--- config.mk ---
export PLATFORM = sky130hd
export DESIGN_NAME = shift_add_mult_flat
export DESIGN_NICKNAME = d
export VERILOG_FILES = /design/src/rtl/shift_add_mult_if.sv /design/src/rtl/shift_add_mult.sv /design/src/flat_wrapper.sv
export SDC_FILE = /design/constraint.sdc
export NUM_CORES = 1
export LEC_CHECK = 0
export ABC_CLOCK_PERIOD_IN_PS = 7920
export BUFFER_PORTS_ARGS = -buffer_cell sky130_fd_sc_hd__buf_2
export CORE_MARGIN = 10
export CORE_UTILIZATION = 50
export DETAILED_ROUTE_END_ITERATION = 8
export PLACE_DENSITY = 0.8
export SYNTH_ARGS = -nofsm -noshare
export SYNTH_HDL_FRONTEND = slang
export SYNTH_SLANG_ARGS = --single-unit
--- constraint.sdc ---
create_clock -name clk -period 7.92 [get_ports clk]
set_input_delay 1.584 -clock clk [delete_from_list [all_inputs] [get_ports clk]]
set_output_delay 1.584 -clock clk [all_outputs]
set_load 0.03 [all_outputs]
--- src/rtl/shift_add_mult_if.sv ---
// Handshake bundle for the shift-add multiplier.
// master: controller (start_i, a_i, b_i); slave: multiplier (busy_o, done_o, product_o).
interface shift_add_mult_if #(
   parameter int WIDTH = 8
);
   logic               start_i;
   logic [WIDTH-1:0]   a_i;
   logic [WIDTH-1:0]   b_i;
   logic               busy_o;
   logic               done_o;
   logic [2*WIDTH-1:0] product_o;

   modport master (
      output start_i,
      output a_i,
      output b_i,
      input  busy_o,
      input  done_o,
      input  product_o
   );

   modport slave (
      input  start_i,
      input  a_i,
      input  b_i,
      output busy_o,
      output done_o,
      output product_o
   );
endinterface

--- src/rtl/shift_add_mult.sv ---
// Sequential shift-add multiplier, WIDTH x WIDTH -> 2*WIDTH, one partial product per clock.
// Ports: clk, rst_n (async active-low), bus (slave: start_i, a_i, b_i -> busy_o, done_o, product_o).
// Option: SHIFT_ADD_MULT_SIGNED_EN selects two's complement operands and product.
module shift_add_mult #(
   parameter int WIDTH = 8
) (
   input  logic           clk,
   input  logic           rst_n,
   shift_add_mult_if.slave bus
);

   localparam int PW = 2 * WIDTH;
   localparam int CW = (WIDTH > 1) ? $clog2(WIDTH) : 1;

   typedef enum logic [1:0] {
      IDLE,
      BUSY,
      DONE
   } state_t;

   state_t           state;
   logic [WIDTH-1:0] mcand;
   logic [WIDTH-1:0] mplier;
   logic [PW-1:0]    acc;
   logic [CW-1:0]    cnt;
   logic             busy_q;
   logic             done_q;
   logic [PW-1:0]    product_q;

   logic             accept;
   logic             last;
   logic [PW-1:0]    pp;
   logic [PW-1:0]    acc_nxt;
   logic [PW-1:0]    result;
   logic [WIDTH-1:0] a_load;
   logic [WIDTH-1:0] b_load;

   assign accept  = bus.start_i && ((state == IDLE) || (state == DONE));
   assign last    = (cnt == CW'(WIDTH - 1));
   // Partial product formed in the full product width so the shift never loses bits.
   assign pp      = mplier[0] ? ({{WIDTH{1'b0}}, mcand} << cnt) : '0;
   assign acc_nxt = acc + pp;

`ifdef SHIFT_ADD_MULT_SIGNED_EN
   logic sign;
   // Magnitudes are held unsigned; the most negative value maps to 2^(W-1).
   assign a_load = bus.a_i[WIDTH-1] ? -bus.a_i : bus.a_i;
   assign b_load = bus.b_i[WIDTH-1] ? -bus.b_i : bus.b_i;
   assign result = sign ? -acc_nxt : acc_nxt;

   always_ff @(posedge clk or negedge rst_n) begin
      if (!rst_n) begin
         sign <= 1'b0;
      end else if (accept) begin
         sign <= bus.a_i[WIDTH-1] ^ bus.b_i[WIDTH-1];
      end
   end
`else
   assign a_load = bus.a_i;
   assign b_load = bus.b_i;
   assign result = acc_nxt;
`endif

   always_ff @(posedge clk or negedge rst_n) begin
      if (!rst_n) begin
         state     <= IDLE;
         mcand     <= '0;
         mplier    <= '0;
         acc       <= '0;
         cnt       <= '0;
         busy_q    <= 1'b0;
         done_q    <= 1'b0;
         product_q <= '0;
      end else if (accept) begin
         state  <= BUSY;
         mcand  <= a_load;
         mplier <= b_load;
         acc    <= '0;
         cnt    <= '0;
         busy_q <= 1'b1;
         done_q <= 1'b0;
      end else begin
         unique case (state)
            IDLE: begin
               busy_q <= 1'b0;
               done_q <= 1'b0;
            end
            BUSY: begin
               acc    <= acc_nxt;
               mplier <= mplier >> 1;
               cnt    <= cnt + 1'b1;
               if (last) begin
                  product_q <= result;
                  state     <= DONE;
                  busy_q    <= 1'b0;
                  done_q    <= 1'b1;
               end
            end
            DONE: begin
               state  <= IDLE;
               done_q <= 1'b0;
            end
            default: begin
               state  <= IDLE;
               busy_q <= 1'b0;
               done_q <= 1'b0;
            end
         endcase
      end
   end

   assign bus.busy_o    = busy_q;
   assign bus.done_o    = done_q;
   assign bus.product_o = product_q;

endmodule

--- src/flat_wrapper.sv ---
// flat-port wrapper written by rule: the top's interface ports become plain ports
module shift_add_mult_flat 
#(
   parameter int WIDTH = 8
)
  (clk, rst_n, bus_start_i, bus_a_i, bus_b_i, bus_busy_o, bus_done_o, bus_product_o);
  shift_add_mult_if #(.WIDTH(WIDTH)) bus_i ();
  input  logic clk;
  input  logic rst_n;
  input wire logic [$bits(bus_i.start_i)-1:0] bus_start_i;
  input wire logic [$bits(bus_i.a_i)-1:0] bus_a_i;
  input wire logic [$bits(bus_i.b_i)-1:0] bus_b_i;
  output wire logic [$bits(bus_i.busy_o)-1:0] bus_busy_o;
  output wire logic [$bits(bus_i.done_o)-1:0] bus_done_o;
  output wire logic [$bits(bus_i.product_o)-1:0] bus_product_o;
  assign bus_i.start_i = bus_start_i;
  assign bus_i.a_i = bus_a_i;
  assign bus_i.b_i = bus_b_i;
  assign bus_busy_o = bus_i.busy_o;
  assign bus_done_o = bus_i.done_o;
  assign bus_product_o = bus_i.product_o;
  shift_add_mult #(.WIDTH(WIDTH)) u_core (.clk(clk), .rst_n(rst_n), .bus(bus_i));
endmodule
==> results.json <==
{
  "status": "completed",
  "fp.dieArea_sq_mm": 0.0102,
  "hp-class": "reg2reg",
  "cts_buffers": 5,
  "slew_headroom": 0.306,
  "tns_ns": 0,
  "core_region_area_sq_mm": 0.00635,
  "mappedNetlistNets": 418,
  "drtPass1Iterations": 4,
  "htreeDepth": 2,
  "clock_latency_ns": 0.31,
  "clkSinkCount": 55,
  "cp.required_ns": 8.09,
  "r2r_setup_slack_ns": 4.51,
  "synth_area_leaders": "dfrtp_1 (42%), nand2_1 (9.6%), ha_1 (6.5%), o21ai_0 (5.4%), nor2_1 (3.6%)",
  "drc": 0,
  "die_h_microns": 101,
  "critPathKind": "reg2reg",
  "grt_max_degree": 56,
  "overflow": 0,
  "hold_start": "u_core.bus.product_o[8]",
  "clockBufferDepth": 2,
  "async_reset_ff_frac": 1.00,
  "worst_slew_pin_slew_ns": 1.04,
  "root_buffer": "clkbuf_8",
  "synth-seq-cells": 55,
  "hold_viol": 0,
  "yosysWarnings": 0,
  "clkTransAtPathRegs_ns": 0.09,
  "dpl.cell_count": 475,
  "fin_cells": 483,
  "clock_skew_ns": 0.00775,
  "worst-path-max-fanout": 15,
  "pin_count": 37,
  "synth-seq-area-share": 0.420,
  "power.density_mw_per_mm2": 446,
  "gp_congestion": 0.884,
  "final_max_slew_viol_count": 0,
  "synth_edf_count": 0,
  "max_cap_violations": 0,
  "synth-simple-area-share": 0.211,
  "detail-route-antenna-nets": 0,
  "synth_ff_type": "dfrtp_1",
  "vias_per_cell": 5.59,
  "leakagePower_nw": 1.75,
  "synth_top_area_frac": 0.420,
  "synth_xor_xnor_area_share": 0.0321,
  "period_share": 0.431,
  "cp-start-kind": "flip-flop",
  "synth-compound-area-share": 0.177,
  "rsz0062_at_grt": "no",
  "crit_start": "u_core.cnt[1]",
  "numPortBuffers": 36,
  "worstPathArrival_ns": 3.58,
  "diodes": 0,
  "synth_fa_ha_area_frac": 0.0711,
  "wl_microns": 7280,
  "start_util": 0.515,
  "grt_pass1_wl_microns": 12300,
  "setup_viol": 0,
  "area_growth_syn_to_layout_pct": 8.98,
  "ir_drop_uv": 207,
  "num_rows": 29,
  "synthCells": 381,
  "post-dp-hpwl_microns": 5390,
  "synth_area_sq_mm": 0.00327,
  "grt.total_usage": 0.144,
  "cts_resized": 0,
  "period_minus_slack_ns": 3.41,
  "wl_per_cell_microns": 15.1,
  "yosys.area.top_type": "dfrtp_1",
  "dr_total_vias": 2702,
  "grt_pass1_vias": 2616,
  "drt-initial-drc-count": 153,
  "synth_cell_types": 46,
  "fmax_mhz": 293,
  "die_x_microns": 101,
  "antenna_found_initial": 0,
  "drive_gt1_frac": 0.135,
  "cp-end-kind": "flip-flop",
  "r2r-start": "u_core.cnt[1]",
  "postCtsSetupBuffers": 0,
  "synth_mux_area_frac": 0.0447,
  "cts_tree": "built",
  "cts_hold_buf": 0,
  "syn_avg_cell_area_sq_um": 8.59,
  "synth_top_family_by_area": "simple AND/OR/NAND/NOR gates",
  "fin_nets": 442
}
## power by group
| part | switching, mW | internal [mW] |
|---|---|---|
| logic | 0.556 | 0.335 |
| registers | 0.119 | 0.414 |
| clock network | 0.0873 | 0.0800 |
| total | 0.763 | 0.829 |
## path summary, 6_finish.rpt
path | endpoint | cells past startpoint
max | u_core.bus.product_o[15] | 10
min | u_core.bus.product_o[8] | 2
max reg2reg | u_core.bus.product_o[15] | 10
min reg2reg | u_core.bus.product_o[8] | 2
max in group asynchronous | u_core.acc[1] | 2
min in group asynchronous | u_core.bus.product_o[12] | 2
## cells in the final DEF (no fill, tap or decap), drive strengths merged, types with 2 or more instances in the layout
| cell | instances |
|---|---|
| a211o | 3 |
| a21o | 5 |
| a21oi | 20 |
| a22o | 3 |
| a31oi | 9 |
| and2 | 3 |
| and3 | 3 |
| buf | 39 |
| clkbuf | 8 |
| dfrtp | 55 |
| ha | 17 |
| inv | 10 |
| mux2 | 5 |
| mux2i | 9 |
| nand2 | 87 |
| nand2b | 5 |
| nand3 | 8 |
| nand4 | 3 |
| nor2 | 31 |
| nor2b | 8 |
| nor3 | 3 |
| o2111ai | 3 |
| o211ai | 3 |
| o21a | 2 |
| o21ai | 36 |
| or3 | 3 |
| xnor2 | 5 |
| xor2 | 7 |
## per-layer routing
metal  up-vias  track usage  wire, microns
met2        72        0.241           3430
met5         -            0              0
met1      1259        0.184           3360
met4         0       0.0354             53
li1       1364            -              -
met3         7       0.0309            434
## state kept, by name, summed over array words and instances, names as in the netlist
register,count
u_core.state,2
u_core.bus.done_o,1
u_core.bus.busy_o,1
u_core.cnt,3
u_core.mplier,8
u_core.mcand,8
u_core.bus.product_o,16
u_core.acc,16
## worst max-delay path: stages, from the launching register on
cell and delay (ns):
dfrtp_1 0.68, mux2_2 0.40, and2_1 0.17, o311a_1 0.33
ha_1 0.40, nand2_2 0.10, or3_1 0.40, o221a_1 0.27
a32oi_2 0.28, xnor2_1 0.15, o21ai_1 0.08
## cells in the mapped netlist (3+ instances only)
cell type,instances
nand2_1,84
dfrtp_1,55
o21ai_0,35
nor2_1,31
a21oi_1,20
clkbuf_1,17
ha_1,17
inv_1,10
a31oi_1,9
mux2i_1,9
nand3_1,8
nor2b_1,8
xor2_1,7
a21o_1,5
mux2_2,5
nand2b_1,5
xnor2_1,5
a211o_1,3
a22o_1,3
and2_1,3
and3_1,3
nand4_1,3
nor3_1,3
o2111ai_1,3
o211ai_1,3
or3_1,3
## cells by family after synthesis
family,Yosys count
simple gates,157
compound gates,93
flops,55
buf+inv,32
fa+ha+maj,18
mux,14
xor+xnor,12
## area by class of cell
class	count	area [sq um]
sequential	55	1380
timing repair buffer	39	203
clock buffer	8	100
tap	77	96.3
fill	574	2780
inverter	10	37.5
multi-input combinational	294	1750
## stage by stage
stage / power, mW / utilization / cell area [sq um] / setup slack [ns] / hold WS [ns]
after floorplan: 1.22 / - / 3270 / 4.79 / 0.456
after global placement: 1.39 / 0.546 / 3470 / 4.66 / 0.456
after detailed placement: 1.43 / 0.546 / 3470 / 4.56 / 0.466
after CTS: 1.60 / 0.562 / 3570 / 4.52 / 0.487
after global routing: 1.73 / 0.562 / 3570 / 4.30 / 0.516
final: 1.59 / 0.562 / 3570 / 4.51 / 0.478
Note: power is estimated with default switching activity, not from simulation.
